## config.mk

```make
export PLATFORM = sky130hd
export DESIGN_NAME = mem_port_arbiter
export DESIGN_NICKNAME = d
export VERILOG_FILES = /design/src/rtl/mem_arb_pkg.sv /design/src/rtl/mem_arb_wait_ctr.sv /design/src/rtl/mem_port_arbiter.sv
export SDC_FILE = /design/constraint.sdc
export NUM_CORES = 1
export LEC_CHECK = 0
export ABC_AREA = 1
export CAP_MARGIN = 0
export CORE_ASPECT_RATIO = 0.7
export CORE_MARGIN = 4
export CORE_UTILIZATION = 40
export CTS_BUF_LIST = sky130_fd_sc_hd__clkbuf_8
export DETAILED_ROUTE_END_ITERATION = 8
export HOLD_SLACK_MARGIN = 0.1
export PLACE_DENSITY = 0.76
export SYNTH_ARGS = -nofsm -noshare
export SYNTH_HDL_FRONTEND = slang
export SYNTH_HIERARCHICAL = 1
export SYNTH_SLANG_ARGS = --single-unit
```

## constraint.sdc

```tcl
create_clock -name clk -period 3.72 [get_ports clk]
set_input_delay 1.116 -clock clk [delete_from_list [all_inputs] [get_ports clk]]
set_output_delay 1.116 -clock clk [all_outputs]
set_load 0.03 [all_outputs]
```

## src/rtl/mem_arb_pkg.sv

```systemverilog
// Shared types and constants for the memory-port arbiter.
package mem_arb_pkg;

    // Arbiter sequencing states
    typedef enum logic [1:0] {
        IDLE  = 2'd0,
        GRANT = 2'd1,
        WAIT  = 2'd2,
        DONE  = 2'd3
    } arb_state_e;

    // Requester identity
    typedef enum logic {
        REQ_I = 1'b0,
        REQ_D = 1'b1
    } req_id_e;

    localparam int unsigned WAIT_CYCLES_DEF = 4;
    localparam int unsigned CTR_W           = 8;

endpackage

```

## src/rtl/mem_arb_wait_ctr.sv

```systemverilog
// Loadable 8-bit wait-state down-counter with a registered zero flag.
module mem_arb_wait_ctr
    import mem_arb_pkg::*;
(
    input  logic             clk,
    input  logic             reset,
    input  logic             load_i,
    input  logic             en_i,
    input  logic [CTR_W-1:0] load_val_i,
    output logic             zero_o
);

    logic [CTR_W-1:0] count_q, count_d;
    logic             zero_q;

    // Next count: load has priority, decrement saturates at zero
    always_comb begin
        count_d = count_q;
        if (load_i) begin
            count_d = load_val_i;
        end else if (en_i && (count_q != '0)) begin
            count_d = count_q - CTR_W'(1);
        end
    end

    // Count and zero-flag registers
    always_ff @(posedge clk) begin
        if (reset) begin
            count_q <= '0;
            zero_q  <= 1'b1;
        end else begin
            count_q <= count_d;
            zero_q  <= (count_d == '0);
        end
    end

    assign zero_o = zero_q;

endmodule

```

## src/rtl/mem_port_arbiter.sv

```systemverilog
// Arbitrates the main-memory port between I-cache and D-cache requesters.
// Build option: MEM_ARB_RR_EN selects round-robin instead of fixed D-over-I priority.
module mem_port_arbiter
    import mem_arb_pkg::*;
#(
    parameter int unsigned ADDR_W      = 16,
    parameter int unsigned DATA_W      = 32,
    parameter int unsigned WAIT_CYCLES = WAIT_CYCLES_DEF
) (
    input  logic              clk,
    input  logic              reset,
    input  logic              i_strobe,
    input  logic [ADDR_W-1:0] i_addr,
    output logic              i_ready,
    output logic [DATA_W-1:0] i_rdata,
    input  logic              d_strobe,
    input  logic              d_rw,
    input  logic [ADDR_W-1:0] d_addr,
    input  logic [DATA_W-1:0] d_wdata,
    output logic              d_ready,
    output logic [DATA_W-1:0] d_rdata,
    output logic              m_strobe,
    output logic              m_rw,
    output logic [ADDR_W-1:0] m_addr,
    output logic [DATA_W-1:0] m_wdata,
    input  logic [DATA_W-1:0] m_rdata,
    output logic              busy,
    output logic              owner_d
);

`ifndef MEM_ARB_RR_EN
    if ((WAIT_CYCLES < 1) || (WAIT_CYCLES > 255)) begin : g_wait_range_chk
        $error("mem_port_arbiter: WAIT_CYCLES must be within 1..255");
    end
`endif

    arb_state_e        state_q, state_d;
    req_id_e           grant_q, grant_d;
    req_id_e           win_c;
    logic [ADDR_W-1:0] addr_q, addr_d;
    logic              rw_q, rw_d;
    logic [DATA_W-1:0] wdata_q, wdata_d;
    logic [DATA_W-1:0] i_rdata_q, i_rdata_d;
    logic [DATA_W-1:0] d_rdata_q, d_rdata_d;
    logic              m_strobe_q, busy_q, i_ready_q, d_ready_q;
    logic              ctr_load, ctr_en, ctr_zero;

    mem_arb_wait_ctr u_wait_ctr (
        .clk        (clk),
        .reset      (reset),
        .load_i     (ctr_load),
        .en_i       (ctr_en),
        .load_val_i (CTR_W'(WAIT_CYCLES - 1)),
        .zero_o     (ctr_zero)
    );

    // Next-state, hold-register and read-capture logic
    always_comb begin
        state_d   = state_q;
        grant_d   = grant_q;
        addr_d    = addr_q;
        rw_d      = rw_q;
        wdata_d   = wdata_q;
        i_rdata_d = i_rdata_q;
        d_rdata_d = d_rdata_q;
        ctr_load  = 1'b0;
        ctr_en    = 1'b0;
        win_c     = d_strobe ? REQ_D : REQ_I;
`ifdef MEM_ARB_RR_EN
        // On contention, alternate away from the previous winner
        if (i_strobe && d_strobe) begin
            win_c = (grant_q == REQ_D) ? REQ_I : REQ_D;
        end
`endif

        case (state_q)
            IDLE: begin
                if (i_strobe || d_strobe) begin
                    grant_d = win_c;
                    state_d = GRANT;
                    if (win_c == REQ_D) begin
                        addr_d  = d_addr;
                        rw_d    = d_rw;
                        wdata_d = d_wdata;
                    end else begin
                        addr_d  = i_addr;
                        rw_d    = 1'b0;
                        wdata_d = '0;
                    end
                end
            end
            GRANT: begin
                ctr_load = 1'b1;
                state_d  = WAIT;
            end
            WAIT: begin
                if (ctr_zero) begin
                    state_d = DONE;
                    if (grant_q == REQ_I) begin
                        i_rdata_d = m_rdata;
                    end else if (!rw_q) begin
                        d_rdata_d = m_rdata;
                    end
                end else begin
                    ctr_en = 1'b1;
                end
            end
            DONE: begin
                state_d = IDLE;
            end
            default: begin
                state_d = IDLE;
            end
        endcase
    end

    // State, hold and registered output updates
    always_ff @(posedge clk) begin
        if (reset) begin
            state_q    <= IDLE;
            grant_q    <= REQ_I;
            addr_q     <= '0;
            rw_q       <= 1'b0;
            wdata_q    <= '0;
            i_rdata_q  <= '0;
            d_rdata_q  <= '0;
            m_strobe_q <= 1'b0;
            busy_q     <= 1'b0;
            i_ready_q  <= 1'b0;
            d_ready_q  <= 1'b0;
        end else begin
            state_q    <= state_d;
            grant_q    <= grant_d;
            addr_q     <= addr_d;
            rw_q       <= rw_d;
            wdata_q    <= wdata_d;
            i_rdata_q  <= i_rdata_d;
            d_rdata_q  <= d_rdata_d;
            m_strobe_q <= (state_d == GRANT);
            busy_q     <= (state_d != IDLE);
            i_ready_q  <= (state_d == DONE) && (grant_d == REQ_I);
            d_ready_q  <= (state_d == DONE) && (grant_d == REQ_D);
        end
    end

    assign i_ready  = i_ready_q;
    assign i_rdata  = i_rdata_q;
    assign d_ready  = d_ready_q;
    assign d_rdata  = d_rdata_q;
    assign m_strobe = m_strobe_q;
    assign m_rw     = rw_q;
    assign m_addr   = addr_q;
    assign m_wdata  = wdata_q;
    assign busy     = busy_q;
    assign owner_d  = (grant_q == REQ_D);

endmodule

```

==> impl_metrics.csv <==
group,metric,value,unit
placed_design,place_inst,1049,
grt,use_met2,30.4,%
cells_and_area,drive_above_1_share,8.60,%
placed_design,portBuffers,218,
sta,final_hold_viol_count,0,
outcome,status,"finished, final reports clean",
yosys,yosysTopAreaCell,"dfxtp_1",
routing,drt-initial-drc-count,249,
job,maxCapViolations,0,
cells_and_area,layoutNonFillerInstCount,1081,
yosys,synth_xor_xnor_area_share,0.332,%
grt,grt_use_met1,24.3,%
cts,cts_root_buf,"clkbuf_8",
yosys,avgSynthCellArea,7.57,µm²
cts,cts_resized,0,
cts,insertion_delay,0.43,ns
power,power.total,5600,µW
sta,slew_viol_final,0,
grt,grtUsageMet3,8.06,%
critical_path,cp-start-kind,"flop",
sta,relSlewSlack,60.5,%
routing,avgRoutedWirePerCell,13.9,µm
routing,vias_per_cell,4.56,
critical_path,cpMaxStageDelayCell,"clkdlybuf4s50_1",
sta,period_minus_slack,2.68,ns
cts,cts_setup_buffers,0,
yosys,synth_compound_gate_area_share,13.6,%
critical_path,r2r-start,"state_q[0]",
cts,htreeDepth,4,
critical_path,worstPathCellList,"clkdlybuf4s50_1",
cts,cts_tree,"done",
hold_path,hp-class,"reg -> reg",
sta,fin_skew,0.00661,ns
die,initial_core_util,41.7,%
critical_path,crit_fanout,4,
yosys,yosys_warnings,6,
sta,finalSetupViolations,0,
critical_path,startpoint,"owner_d",
yosys,synth_top_family_by_area,"simple AND/OR/NAND/NOR gates",
routing,drt_wl_total,15000,µm
critical_path,required,2.60,ns
sta,worstMarginPinSlew,0.591,ns
critical_path,crit_end,"owner_d",
cts,postCtsHoldBufs,0,
cells_and_area,n_antenna_cell,0,
sta,tns,0,ns
grt,antenna_found_initial,0,
die,row_count,34,
power,power.leakage,0.00323,µW
die,dieHeight,104,µm
yosys,synth_adder_area_share,1.42,%
critical_path,crit_arrival,1.57,ns
critical_path,crit_buf_inv,1,
grt,grt_pass1_wl,24100,µm
critical_path,r2r-end,"u_wait_ctr/zero_o",
placed_design,hpwl,10600,µm
placed_design,gp_congestion,0.837,
cts,clock-sinks,129,
critical_path,path_delay_family,"buffers and inverters",
routing,first_pass_iters,4,
routing,ant_nets,0,
die,die_w,145,µm
yosys,synth_area_leaders,"dfxtp_1 49%, nor2_1 13%, nand2_1 8.5%",
power,power_density,708,mW/mm²
yosys,ys_seq_area_share,48.9,%
cells_and_area,fill_cells,1157,
sta,fin_crit_sh,72.1,%
yosys,muxShareOfSynthArea,0,%
cts,clk_pin_slew,0.08,ns
yosys,synth_top_area_share,48.9,%
grt,grtUsageTotal,19.5,%
die,dieArea,0.0151,mm²
yosys,netlist_instances,698,
yosys,synthesis.area,0.00528,mm²
die,ios,219,
cells_and_area,syn_to_final_growth,49.7,%
critical_path,critPathMaxStageDelay,0.72,ns
routing,vias,4933,
critical_path,endpoint_kind,"primary output",
critical_path,reg2reg_slack,1.73,ns
routing,route.detailed.drc,0,
cts,clk_path_buf_depth,2,
sta,rsz0062_at_grt,"no",
die,coreArea,0.0127,mm²
power,vdd_drop_max,354,µV
grt,grt_pass1_vias,4655,
critical_path,critical_path_depth,1,
cts,numCtsBuffers,17,
critical_path,critPathKind,"reg -> out",
critical_path,ff2ff_path_depth,13,
yosys,ys_ff_latch,129,
sta,max_freq,373,MHz
yosys,yosys.area_share.simple,26.9,%
cells_and_area,final_net_count,1013,
grt,grt_max_degree,82,
grt,grt-ovfl-total,0,
yosys,netlist-cell-type-count,32,
grt,grt_busiest_layer,"met2",
power by group:
part / leakage [µW] / total (µW) / switching [µW] / internal, µW
clock network: 0.000233 / 1410 / 599 / 809
registers: 0.00105 / 1840 / 172 / 1670
logic: 0.00194 / 2350 / 1440 / 908
total: 0.00323 / 5600 / 2210 / 3390
flip-flops by register name, summed over array words and instances, names as in the netlist:
name / flops
busy: 1
d_rdata: 32
d_ready: 1
i_rdata: 32
i_ready: 1
m_addr: 16
m_rw: 1
m_strobe: 1
m_wdata: 32
owner_d: 1
state_q: 2
u_wait_ctr/count_q: 8
u_wait_ctr/zero_o: 1
stage by stage:
| step | cell area, µm² | setup WS, ns | hold WS, ns | util [%] |
|---|---|---|---|---|
| final | 7910 | 1.04 | 0.462 | 62.4 |
| after global routing | 7910 | 0.954 | 0.478 | 62.4 |
| after CTS | 7910 | 0.995 | 0.464 | 62.4 |
| after detailed placement | 7440 | 1.01 | 0.453 | 58.7 |
| after global placement | 7440 | 1.04 | 0.447 | 58.7 |
| after floorplan | 5310 | 1.86 | 0.550 | - |
layer usage:
metal / vias up / routed length (µm)
met3: 19 / 1370
met1: 2136 / 6840
li1: 2606 / -
met4: 0 / 258
met5: - / 0
met2: 172 / 6580
logic make-up (layout without fill, tap and decap cells):
family | after synthesis | in the layout
fa+ha+maj | 6 | 6
flops | 129 | 129
compound gates | 135 | 135
buf+inv | 83 | 298
other cells | 2 | 8
xor+xnor | 2 | 2
simple gates | 341 | 341
layout make-up:
class	count	area, µm²	share of cell area (%)
Clock buffer	17	234	2.96
Clock inverter	15	231	2.93
Inverter	44	176	2.23
Multi-Input combinational cell	492	2260	28.6
Sequential cell	129	2580	32.7
Tap cell	162	203	2.56
Timing Repair Buffer	222	2220	28.1
placed cells by master (no fill, tap or decap), drive strengths merged:
cell type / synthesis / routed
nand4: 2 / 2
xnor2: 1 / 1
o21ai: 99 / 99
nand2: 128 / 128
clkinv: 2 / 7
inv: 42 / 46
a21oi: 36 / 36
ha: 6 / 6
clkdlybuf4s50: 0 / 217
clkinvlp: 0 / 1
dfxtp: 129 / 129
xor2: 1 / 1
or2: 5 / 5
nand3: 16 / 16
conb: 2 / 8
nor2: 190 / 190
buf: 31 / 5
bufinv: 0 / 5
clkbuf: 8 / 17
cells in the mapped netlist:
master and n:
nand3_1 14, clkinv_4 1, inv_2 5, clkbuf_1 7, o21ai_4 1, buf_8 3
or2_2 5, a21oi_2 8, nor2_2 4, ha_1 6, nand4_1 2, xor2_1 1
buf_2 13, o21ai_0 63, dfxtp_1 129, buf_4 5, nand2_1 120, xnor2_1 1
o21ai_1 35, clkinv_2 1, clkbuf_2 1, buf_6 9, nor2_4 6, inv_1 36
conb_1 2, nand2_2 4, buf_1 1, nor2_1 180, nand2_4 4, inv_6 1
a21oi_1 28, nand3_2 2
worst min-delay path by stage:
| stage | startpoint | end | slack [ns] | cells after the start |
|---|---|---|---|---|
| 3_3_place_gp | m_wdata[1] | m_wdata[1] | 0.45 | 2 |
| 5_1_grt | m_wdata[6] | m_wdata[6] | 0.48 | 2 |
| 4_1_cts | m_wdata[13] | m_wdata[13] | 0.46 | 2 |
| 2_1_floorplan | u_wait_ctr/count_q[7] | u_wait_ctr/count_q[7] | 0.55 | 4 |
| 6_report | m_wdata[3] | m_wdata[3] | 0.46 | 2 |
| 3_5_place_dp | m_wdata[27] | m_wdata[27] | 0.45 | 2 |
(Power assumes the default switching activity.)
